$ cat src/rtl/lfsr_pkg.sv
// Shared definitions for the LFSR scheduler and the LFSR it drives:
// scheduler state encoding, default seed and seed width.
package lfsr_pkg;

  localparam int LFSR_W = 4;
  localparam logic [LFSR_W-1:0] DEFAULT_SEED = 4'b1001;

  typedef enum logic [1:0] {
    IDLE,
    SEED,
    GATHER,
    DONE
  } state_e;

endpackage

$ cat src/rtl/rr_arbiter.sv
// Combinational round-robin pick: first set request searching upward from
// ptr_i+1, wrapping modulo NREQ. Returns one-hot grant, index and any-flag.
module rr_arbiter #(
  parameter int NREQ = 2
) (
  input  logic [NREQ-1:0]         req_i,
  input  logic [$clog2(NREQ)-1:0] ptr_i,
  output logic [NREQ-1:0]         gnt_o,
  output logic [$clog2(NREQ)-1:0] idx_o,
  output logic                    any_o
);

  localparam int IDX_W = $clog2(NREQ);

  always_comb begin
    int cand;
    cand  = 0;
    gnt_o = '0;
    idx_o = '0;
    any_o = 1'b0;
    for (int i = 1; i <= NREQ; i++) begin
      cand = int'(ptr_i) + i;
      if (cand >= NREQ) cand = cand - NREQ;
      if (!any_o && req_i[cand[IDX_W-1:0]]) begin
        any_o                  = 1'b1;
        idx_o                  = cand[IDX_W-1:0];
        gnt_o[cand[IDX_W-1:0]] = 1'b1;
      end
    end
  end

endmodule

$ cat src/rtl/lfsr_rand_sched.sv
// Round-robin scheduler sharing one serial LFSR between NREQ word requesters.
// Define LFSR_STALL_DET_EN to add the stuck-LFSR watchdog and stall_seen port.
module lfsr_rand_sched
  import lfsr_pkg::*;
#(
  parameter int                NREQ         = 2,
  parameter int                WORD_W       = 8,
  parameter int                LFSR_W       = lfsr_pkg::LFSR_W,
  parameter logic [LFSR_W-1:0] DEFAULT_SEED = lfsr_pkg::DEFAULT_SEED
) (
  input  logic              clk,
  input  logic              rst,
  input  logic [NREQ-1:0]   req,
  output logic [NREQ-1:0]   gnt,
  output logic              ack,
  output logic [WORD_W-1:0] rdata,
  input  logic              seed_req,
  input  logic [LFSR_W-1:0] seed_in,
  output logic              seed_ack,
  input  logic              lfsr_q,
  output logic [LFSR_W-1:0] lfsr_seed,
  output logic              lfsr_load
`ifdef LFSR_STALL_DET_EN
  ,
  output logic              stall_seen
`endif
);

  localparam int IDX_W = $clog2(NREQ);
  localparam int CNT_W = (WORD_W > 1) ? $clog2(WORD_W) : 1;
  localparam logic [CNT_W-1:0] CNT_LAST = CNT_W'(WORD_W - 1);

  state_e              state_q;
  logic [NREQ-1:0]     gnt_q;
  logic                ack_q;
  logic [WORD_W-1:0]   rdata_q;
  logic                seed_ack_q;
  logic                load_q;
  logic                seed_pend_q;
  logic [LFSR_W-1:0]   seed_q;
  logic [IDX_W-1:0]    rr_ptr_q;
  logic [CNT_W-1:0]    cnt_q;
  logic [WORD_W-1:0]   word_d;

  logic [NREQ-1:0]     arb_gnt;
  logic [IDX_W-1:0]    arb_idx;
  logic                arb_any;
  logic                stall_force;
  logic                stall_take;

  // A zero seed would lock the LFSR at zero forever.
  function automatic logic [LFSR_W-1:0] seed_fix(input logic [LFSR_W-1:0] s);
    return (s == '0) ? DEFAULT_SEED : s;
  endfunction

  rr_arbiter #(.NREQ(NREQ)) u_arb (
    .req_i (req),
    .ptr_i (rr_ptr_q),
    .gnt_o (arb_gnt),
    .idx_o (arb_idx),
    .any_o (arb_any)
  );

  // First collected bit ends up as the MSB of the word.
  if (WORD_W > 1) begin : g_shift
    logic [WORD_W-2:0] sreg_q;
    always_ff @(posedge clk) begin
      if (state_q == GATHER) sreg_q <= word_d[WORD_W-2:0];
    end
    assign word_d = {sreg_q, lfsr_q};
  end else begin : g_bit
    assign word_d = lfsr_q;
  end

  assign stall_take = (state_q == IDLE) && stall_force;

  always_ff @(posedge clk or posedge rst) begin
    if (rst) begin
      state_q     <= SEED;
      gnt_q       <= '0;
      ack_q       <= 1'b0;
      rdata_q     <= '0;
      seed_ack_q  <= 1'b0;
      load_q      <= 1'b0;
      seed_pend_q <= 1'b0;
      seed_q      <= DEFAULT_SEED;
      rr_ptr_q    <= IDX_W'(NREQ - 1);
      cnt_q       <= '0;
    end else begin
      ack_q      <= 1'b0;
      seed_ack_q <= 1'b0;
      case (state_q)
        SEED: begin
          // Coming out of reset load_q is still low: raise it for one cycle first.
          if (!load_q) begin
            load_q <= 1'b1;
          end else begin
            load_q      <= 1'b0;
            seed_ack_q  <= seed_pend_q;
            seed_pend_q <= 1'b0;
            state_q     <= IDLE;
          end
        end
        IDLE: begin
          if (stall_take) begin
            seed_q      <= DEFAULT_SEED;
            load_q      <= 1'b1;
            seed_pend_q <= 1'b0;
            state_q     <= SEED;
          end else if (seed_req && !seed_ack_q) begin
            seed_q      <= seed_fix(seed_in);
            load_q      <= 1'b1;
            seed_pend_q <= 1'b1;
            state_q     <= SEED;
          end else if (arb_any) begin
            gnt_q    <= arb_gnt;
            rr_ptr_q <= arb_idx;
            cnt_q    <= '0;
            state_q  <= GATHER;
          end
        end
        GATHER: begin
          cnt_q <= cnt_q + CNT_W'(1);
          if (cnt_q == CNT_LAST) begin
            rdata_q <= word_d;
            ack_q   <= 1'b1;
            state_q <= DONE;
          end
        end
        DONE: begin
          gnt_q   <= '0;
          state_q <= IDLE;
        end
        default: state_q <= SEED;
      endcase
    end
  end

`ifdef LFSR_STALL_DET_EN
  localparam logic [LFSR_W:0] STALL_LIM = {1'b1, {LFSR_W{1'b0}}};

  logic              q_prev_q;
  logic              stall_pend_q;
  logic              stall_seen_q;
  logic [LFSR_W:0]   run_q;

  // run_q counts consecutive cycles with an unchanged serial bit.
  always_ff @(posedge clk or posedge rst) begin
    if (rst) begin
      q_prev_q     <= 1'b0;
      run_q        <= '0;
      stall_pend_q <= 1'b0;
      stall_seen_q <= 1'b0;
    end else begin
      q_prev_q <= lfsr_q;
      if (stall_take || (lfsr_q != q_prev_q)) begin
        run_q <= '0;
      end else if (run_q != STALL_LIM) begin
        run_q <= run_q + (LFSR_W + 1)'(1);
      end
      if (stall_take) begin
        stall_pend_q <= 1'b0;
      end else if (run_q == STALL_LIM) begin
        stall_pend_q <= 1'b1;
        stall_seen_q <= 1'b1;
      end
    end
  end

  assign stall_force = stall_pend_q;
  assign stall_seen  = stall_seen_q;
`else
  assign stall_force = 1'b0;
`endif

  assign gnt       = gnt_q;
  assign ack       = ack_q;
  assign rdata     = rdata_q;
  assign seed_ack  = seed_ack_q;
  assign lfsr_seed = seed_q;
  assign lfsr_load = load_q;

endmodule

$ cat config.mk
export PLATFORM = sky130hd
export DESIGN_NAME = lfsr_rand_sched
export DESIGN_NICKNAME = d
export VERILOG_FILES = /design/src/rtl/lfsr_pkg.sv /design/src/rtl/rr_arbiter.sv /design/src/rtl/lfsr_rand_sched.sv
export SDC_FILE = /design/constraint.sdc
export NUM_CORES = 1
export LEC_CHECK = 0
export BUFFER_PORTS_ARGS = -buffer_cell sky130_fd_sc_hd__buf_2
export CAP_MARGIN = 15
export CORE_MARGIN = 8
export CORE_UTILIZATION = 46
export CTS_BUF_LIST = sky130_fd_sc_hd__clkbuf_8
export DETAILED_ROUTE_END_ITERATION = 12
export PLACE_DENSITY = 0.7
export SLEW_MARGIN = 10
export SYNTH_ARGS = -nofsm -noshare
export SYNTH_HDL_FRONTEND = slang
export SYNTH_SLANG_ARGS = --single-unit
$ cat constraint.sdc
create_clock -name clk -period 2.2 [get_ports clk]
set_input_delay 0.44 -clock clk [delete_from_list [all_inputs] [get_ports clk]]
set_output_delay 0.44 -clock clk [all_outputs]
set_load 0.1 [all_outputs]
==> flow_metrics.py, run 1 <==
metrics = {
    "synthesis": {
        "syn_inst": 92,
        "avgSynthCellArea_sq_um": 14.0,
        "seq_area_frac_synth": 0.634,
        "synth_nets": 104,
        "synth_area_leaders": "dfrtp_1, edfxtp_1, mux2_4, dfstp_2, mux2_2",
        "yosys.area.top_type": "dfrtp_1",
        "synth_cell_types": 28,
        "syn_area_sq_um": 1290,
        "synthDominantCellAreaShare": 0.389,
        "synth_seq_cells": 31,
        "ys_warn_count": 0,
    },
    "cells_and_area": {
        "drive_above_1_share": 0.416,
        "layout_commonest_cell": "buf_2",
        "stdcell_area_sq_um": 1570,
        "fillers": 229,
        "final_util": 0.578,
        "insertedDiodeCount": 0,
        "nNetsFinal": 136,
        "final_cell_mix": "buf_2, dfrtp_1, mux2_4",
        "syn2layout_area_growth_pct": 21.9,
    },
    "routing": {
        "firstDrtPassIters": 4,
        "wl_met2_um": 1100,
        "vias": 792,
        "wl_per_cell_um": 14.9,
        "wl_um": 2320,
        "ant_nets": 0,
        "wl_met1_um": 981,
        "met3_length_um": 208,
        "drtIter0Drc": 17,
        "drc": 0,
        "via_per_inst": 5.08,
        "highest_layer": "met4",
    },
    "cts": {
        "clock_sinks": 31,
        "cts_buffers": 5,
        "clockBufferDepth": 2,
        "cts_htree_levels": 2,
        "worstSkewPairLatency_ns": 0.27,
        "post_cts_buffers": 0,
        "holdBufCountCts": 0,
        "clockRootBuffer": "clkbuf_8",
        "clkTransAtPathRegs_ns": 0.07,
        "cts_tree": "built",
        "cts_resized": 0,
    },
    "placed_design": {
        "post-dp-hpwl_um": 1730,
        "io_buffers": 26,
        "place_area_sq_um": 1450,
        "gp_congestion": 0.745,
    },
    "global_route": {
        "first_global_vias": 851,
        "grt_max_degree": 25,
        "overflow": 0,
        "grt_usage": 0.112,
        "antenna_found_initial": 0,
        "grt_pass1_wl_um": 3910,
    },
    "floorplan": {
        "die_w_um": 68.9,
        "die_height_um": 68.9,
        "initial_core_util": 0.475,
        "design.core.area_sq_um": 2710,
        "die-area_sq_um": 4740,
        "num_rows": 19,
        "ioPinCount": 27,
    },
    "timing": {
        "finalCriticalPeriod_ns": 1.70,
        "drv_slew": 0,
        "tns_ns": 0,
        "relSlewSlack": 0.638,
        "fin_worst_skew_ns": 0.00633,
        "min_period_over_period": 0.771,
        "fmax_mhz": 589,
        "tightest_slew_ns": 0.543,
        "rsz0062_at_grt": "false",
        "final-setup-viol-count": 0,
        "hold_viol": 0,
    },
    "setup_path": {
        "crit_chain": "and2b_1, nand2_8, mux2_4",
        "critical_path.max_fanout": 11,
        "critPathKind": "reg -> reg",
        "crit_path_max_incr_delay_ns": 0.64,
        "worst_path_max_delay_cell": "dfstp_2",
        "rr_worst_depth": 3,
        "rr_startpoint": "state_q[0]",
        "worstSetupStartpointType": "flip-flop",
        "crit_required_ns": 2.36,
        "cp_data_arrival_time_ns": 1.86,
        "end_kind": "flip-flop",
        "r2r-end": "rdata[1]",
        "r2r_slack_ns": 0.50,
    },
    "run": {
        "maxCapViolCount": 0,
    },
    "worst_hold_path": {
        "hold_class": "in -> async",
    },
    "outcome": {
        "status": "finished, final reports clean",
    },
}
-- registers in the layout (all words and copies together), names as in the netlist --
name / count
rdata: 8
g_shift.sreg_q: 7
lfsr_seed: 4
cnt_q: 3
gnt: 2
state_q: 2
ack: 1
lfsr_load: 1
rr_ptr_q: 1
seed_ack: 1
seed_pend_q: 1
-- worst max-delay path by stage --
stage	start	endpoint	depth (start not counted)
after floorplan	seed_ack	lfsr_seed[1]	2
after global placement	state_q[0]	rdata[1]	3
after detailed placement	state_q[0]	rdata[1]	3
after CTS	state_q[0]	rdata[1]	3
after global routing	state_q[0]	rdata[0]	3
final	state_q[0]	rdata[1]	3
-- logic make-up (layout without fill, tap and decap cells) --
logic type	count (synthesis)	in the layout	share of synthesized area
flops	31	31	0.634
simple gates	23	23	0.117
compound gates	15	15	0.0720
mux	12	12	0.127
buf+inv	9	42	0.0302
fa+ha+maj	2	2	0.0195
-- per-stage QoR --
step           instances  setup slack, ns  hold WS [ns]
2_1_floorplan         92            0.490         0.427
3_3_place_gp         148            0.568         0.442
3_5_place_dp         148            0.505         0.442
4_1_cts              156            0.500         0.214
5_1_grt              156            0.450         0.238
6_report             156            0.504         0.202
-- synth_stat cells --
library cell,number
a22oi_1,2
a31oi_1,1
nand2_8,1
nor2b_1,2
a21oi_1,4
buf_4,1
ha_1,2
nand2b_1,2
edfxtp_1,7
a2bb2oi_1,1
dfstp_2,4
inv_1,7
and2b_1,1
mux2_2,3
nor2_1,7
nor3_1,2
o21ai_0,4
o22ai_1,2
mux2_4,8
and3_1,2
a32o_1,1
nand3_1,1
nand2_1,2
mux2i_1,1
dfrtp_1,20
buf_2,1
and2_1,2
nor4b_4,1
-- critical path: cells and delay by family, from the launching register on --
family | cells | cell delay [ns]
flip-flops | 1 | 0.64
multiplexers | 1 | 0.32
AND/OR/NAND/NOR | 2 | 0.62
-- cell type report --
cell class	instances	area [sq um]	area share
Sequential cell	31	816	0.520
Timing Repair Buffer	27	138	0.0878
Inverter	7	26.3	0.0168
Clock inverter	2	35.0	0.0223
Tap cell	31	38.8	0.0247
Multi-Input combinational cell	52	432	0.275
Clock buffer	6	82.6	0.0527
-- layer usage --
metal | track usage | vias up
li1 | - | 383
met1 | 0.136 | 383
met2 | 0.176 | 22
met3 | 0.0420 | 4
met4 | 0.0451 | 0
met5 | 0 | -
Power of run 1 is left out: the tool's default activity adds up to more than one toggle a clock period on the data nets, which glitch-free logic cannot reach.
==> inputs of run 2 (changes only) <==
Settings changed: PLACE_DENSITY 0.7 to 0.73.
Clock period 2.2 ns to 1.5 ns, I/O delays scaled along.
==> run 2 against run 1 <==
  * Count of clock-buffer cells in the layout unchanged
  * Clock skew down 0.0037 ns
  * Cell area up 4.4%
  * Setup slack worse by 0.43 ns
  * Final cell count up 3.2%
  * Register-to-register slack worse by 0.43 ns
  * Sequential share of layout area down 2.1 points
==> flow_metrics.py, run 2 (synthesized netlist as in run 1, its figures left out) <==
metrics = {
    "cells_and_area": {
        "final_cell_mix": "buf_2, dfrtp_1, mux2_4",
        "drive_above_1_share": 0.446,
        "nNetsFinal": 141,
        "largest_register_ffs": 8,
        "final_util": 0.604,
        "layout_commonest_cell": "buf_2",
        "syn2layout_area_growth_pct": 27.2,
        "insertedDiodeCount": 0,
    },
    "floorplan": {
        "design.core.area_sq_um": 2710,
        "initial_core_util": 0.475,
        "num_rows": 19,
        "die_height_um": 68.9,
        "ioPinCount": 27,
        "die_w_um": 68.9,
        "die-area_sq_um": 4740,
    },
    "routing": {
        "wl_per_cell_um": 15.2,
        "firstDrtPassIters": 4,
        "wl_um": 2450,
        "vias": 826,
        "via_per_inst": 5.13,
        "drc": 0,
        "ant_nets": 0,
        "drtIter0Drc": 26,
    },
    "setup_path": {
        "crit_path_max_incr_delay_ns": 0.40,
        "r2r_slack_ns": 0.07,
        "critical_path.startpoint": "cnt_q[0]",
        "rr_worst_depth": 4,
        "critical_path.max_fanout": 10,
        "cp_data_arrival_time_ns": 1.60,
        "worstSetupStartpointType": "flip-flop",
        "rr_startpoint": "cnt_q[0]",
        "crit_chain": "ha_1, ha_1, nand2_8, mux2_4",
        "critPathKind": "reg -> reg",
        "worst_path_max_delay_cell": "dfrtp_1",
        "end_kind": "flip-flop",
        "crit_path_frequent_cell": "ha_1",
        "crit_required_ns": 1.67,
        "crit_end": "rdata[6]",
        "r2r-end": "rdata[6]",
    },
    "global_route": {
        "overflow": 0,
        "grt_max_degree": 13,
        "first_global_vias": 848,
        "grt_usage": 0.114,
        "antenna_found_initial": 0,
        "grt_pass1_wl_um": 3940,
    },
    "worst_hold_path": {
        "hold_class": "in -> async",
    },
    "timing": {
        "drv_slew": 0,
        "tns_ns": 0,
        "final-setup-viol-count": 0,
        "min_period_over_period": 0.953,
        "tightest_slew_ns": 0.490,
        "fin_worst_skew_ns": 0.00267,
        "relSlewSlack": 0.676,
        "hold_viol": 0,
        "finalCriticalPeriod_ns": 1.43,
        "fmax_mhz": 700,
        "rsz0062_at_grt": "false",
    },
    "cts": {
        "cts_buffers": 5,
        "cts_resized": 0,
        "clockRootBuffer": "clkbuf_8",
        "cts_htree_levels": 2,
        "cts_tree": "built",
        "worstSkewPairLatency_ns": 0.28,
        "clkTransAtPathRegs_ns": 0.07,
        "clockBufferDepth": 2,
        "holdBufCountCts": 0,
        "post_cts_buffers": 0,
        "clock_sinks": 31,
    },
    "placed_design": {
        "gp_congestion": 0.797,
        "post-dp-hpwl_um": 1810,
        "io_buffers": 26,
    },
    "run": {
        "maxCapViolCount": 0,
    },
    "outcome": {
        "status": "finished, final reports clean",
    },
}
-- run 2: layer usage --
layer / GRT usage / vias up / part of all wire
li1: - / 398 / -
met1: 0.126 / 402 / 0.43
met2: 0.180 / 21 / 0.49
met3: 0.0404 / 5 / 0.048
met4: 0.0777 / 0 / 0.027
met5: 0 / - / 0
-- run 2: final cells by class --
class	instances	area [sq um]
sequential	31	817
tap	31	38.8
clock buffer	6	82.6
inverter	7	26.3
timing repair buffer	32	205
clock inverter	2	35.0
fill	212	1070
multi-input combinational	52	432
-- run 2: critical path: cells and delay by family, from the launching register on --
family        cells  cell delay [ns]
fa+ha+maj         2             0.46
flops             1             0.40
mux               1             0.31
simple gates      1             0.15
-- run 2: per-stage QoR --
| step | hold WS, ns | setup WS, ns | instance area [sq um] | cells |
|---|---|---|---|---|
| after floorplan | 0.312 | 0.0115 | 1290 | 92 |
| after global placement | 0.314 | 0.115 | 1520 | 153 |
| after detailed placement | 0.324 | 0.0732 | 1520 | 153 |
| after CTS | 0.0165 | 0.0624 | 1640 | 161 |
| after global routing | 0.0452 | 0.0383 | 1640 | 161 |
| final | 0.0158 | 0.0706 | 1640 | 161 |
-- run 2: how the worst min path moves through the flow --
stage / endpoint / slack, ns / start
after detailed placement: lfsr_seed[1] / 0.32 / rst
after global routing: lfsr_seed[1] / 0.05 / rst
final: lfsr_seed[1] / 0.02 / rst
after floorplan: ack / 0.31 / rst
after CTS: lfsr_seed[1] / 0.02 / rst
after global placement: lfsr_seed[1] / 0.31 / rst
Power of run 2 is left out for the same reason.
==> inputs of run 3 (changes only) <==
Settings changed: ABC_AREA set to 1.
==> run 3 against run 2 <==
  * Die area fell by 0.61%
  * Hold slack improved by 0.037 ns
  * Count of clock-buffer cells in the layout did not move
  * Routed wire length fell by 3.7%
  * First-iteration DRC count rose by 46%
  * Maximum frequency rose by 0.65%
  * Critical path type is now reg -> out
  * Largest cell class unchanged
  * Highest routed layer unchanged
==> flow_metrics.py, run 3 <==
metrics = {
    "cells_and_area": {
        "nNetsFinal": 180,
        "final_cell_mix": "nand2_1, buf_2, dfrtp_1",
        "layout_commonest_cell": "nand2_1",
        "largest_register_ffs": 8,
        "stdcell_area_sq_um": 1600,
        "drive_above_1_share": 0.296,
        "syn2layout_area_growth_pct": 25.5,
        "insertedDiodeCount": 0,
    },
    "routing": {
        "drtIter0Drc": 38,
        "ant_nets": 0,
        "wl_um": 2360,
        "via_per_inst": 4.73,
        "vias": 946,
        "firstDrtPassIters": 4,
        "drc": 0,
        "wl_per_cell_um": 11.8,
    },
    "cts": {
        "cts_resized": 0,
        "cts_htree_levels": 2,
        "post_cts_buffers": 0,
        "cts_buffers": 5,
        "clkTransAtPathRegs_ns": 0.07,
        "worstSkewPairLatency_ns": 0.28,
        "cts_tree": "built",
        "clockBufferDepth": 2,
        "holdBufCountCts": 0,
        "clock_sinks": 31,
        "clockRootBuffer": "clkbuf_8",
    },
    "worst_hold_path": {
        "hold_class": "in -> async",
    },
    "timing": {
        "rsz0062_at_grt": "false",
        "drv_slew": 0,
        "relSlewSlack": 0.677,
        "hold_viol": 0,
        "fin_worst_skew_ns": 0.00652,
        "tightest_slew_ns": 0.488,
        "min_period_over_period": 0.947,
        "tns_ns": 0,
        "final-setup-viol-count": 0,
        "finalCriticalPeriod_ns": 1.42,
        "whs_ns": 0.0532,
        "fmax_mhz": 704,
    },
    "synthesis": {
        "async_flop_share": 0.774,
        "synth_area_leaders": "dfrtp_1, edfxtp_1, nand2_1, dfstp_2, inv_1",
        "avgSynthCellArea_sq_um": 9.52,
        "ys_warn_count": 0,
        "syn_inst": 134,
        "synth_seq_cells": 31,
        "yosysMostFrequentCell": "nand2_1",
        "ys_top_cells_by_count": "nand2_1, dfrtp_1, inv_1",
        "synth_nets": 146,
        "synth_cell_types": 22,
        "seq_area_frac_synth": 0.639,
        "synth_flop_cell": "dfrtp_1",
        "syn_area_sq_um": 1280,
        "synthDominantCellAreaShare": 0.392,
        "synth_edf_count": 7,
        "yosys.area.top_type": "dfrtp_1",
    },
    "placed_design": {
        "post-dp-hpwl_um": 1780,
        "gp_congestion": 0.789,
        "io_buffers": 26,
        "place_area_sq_um": 1480,
    },
    "setup_path": {
        "cp_top_family": "buffers and inverters",
        "crit_chain": "buf_2",
        "worstSetupStartpointType": "flip-flop",
        "critical_path.max_fanout": 4,
        "end_kind": "primary output",
        "crit_path_max_incr_delay_ns": 0.45,
        "worst_path_max_delay_cell": "buf_2",
        "critPathKind": "reg -> out",
        "cp.buffers_inverters": 1,
        "crit_required_ns": 1.20,
        "cp_data_arrival_time_ns": 1.12,
    },
    "global_route": {
        "first_global_vias": 922,
        "antenna_found_initial": 0,
        "grt_usage": 0.113,
        "grtUsageMet3": 0.0388,
        "overflow": 0,
        "busiest_layer": "met2",
        "use_met1": 0.118,
        "grt_max_degree": 25,
        "grt.met2_usage": 0.186,
        "grt_pass1_wl_um": 3910,
    },
    "floorplan": {
        "die_height_um": 68.7,
        "die_w_um": 68.7,
        "die-area_sq_um": 4720,
        "ioPinCount": 27,
        "num_rows": 19,
        "design.core.area_sq_um": 2690,
        "initial_core_util": 0.475,
    },
    "outcome": {
        "status": "finished, final reports clean",
    },
    "run": {
        "maxCapViolCount": 0,
    },
}
[run 3: cell types whose count changed in the layout (fill, tap and decap cells not counted), moves of 3 or more]
cell / change
mux2_4: -8
inv_2: +3
buf_4: -5
inv_1: +8
mux2_2: -3
nand2_1: +53
a21oi_1: -3
[run 3: layout make-up]
type | count | area [sq um]
fillers | 226 | 1080
flip-flops and latches | 31 | 817
multi-input cells | 84 | 384
repair buffers | 27 | 168
clock buffers | 6 | 82.6
inverters | 19 | 76.3
well taps | 31 | 38.8
clock inverters | 2 | 35.0
[run 3: per-stage QoR]
| step | instances | util | setup slack [ns] |
|---|---|---|---|
| final | 200 | 0.596 | 0.0797 |
| after global routing | 200 | 0.596 | 0.0446 |
| after CTS | 200 | 0.596 | 0.0600 |
| after detailed placement | 192 | 0.552 | 0.231 |
| after global placement | 192 | 0.552 | 0.288 |
| after floorplan | 134 | - | 0.0618 |
[run 3: path summary, 6_finish.rpt]
kind | start | to | slack (ns) | cells after the start
hold / removal | rst | rdata[5] | 0.05 | 3
min in group clk | lfsr_q | g_shift.sreg_q[0] | 0.22 | 1
hold reg to reg | g_shift.sreg_q[6] | rdata[7] | 0.45 | 2
setup / recovery | lfsr_load | lfsr_load | 0.08 | 1
max in group asynchronous | rst | state_q[0] | 1.15 | 3
setup reg to reg | state_q[0] | rdata[2] | 0.23 | 7
[run 3: cell families (layout without fill, tap and decap cells)]
family / Yosys count / after routing / synth area share
and+or+nand+nor: 74 / 74 / 0.245
DFF: 31 / 31 / 0.639
buffers and inverters: 19 / 54 / 0.0598
AOI/OAI and AO/OA: 8 / 8 / 0.0363
adders and majority gates: 2 / 2 / 0.0196
[run 3: worst register-to-register path: cells and delay by family, from the launching register on]
kind          cells  cell delay, ns
simple gates      4            0.33
buf+inv           3            0.24
flops             1            0.57
[run 3: metal layers]
metal	wire length (um)	vias up
li1	-	482
met1	956	435
met2	1150	22
met3	179	7
met4	71	0
met5	0	-
Power of run 3 is left out for the same reason.
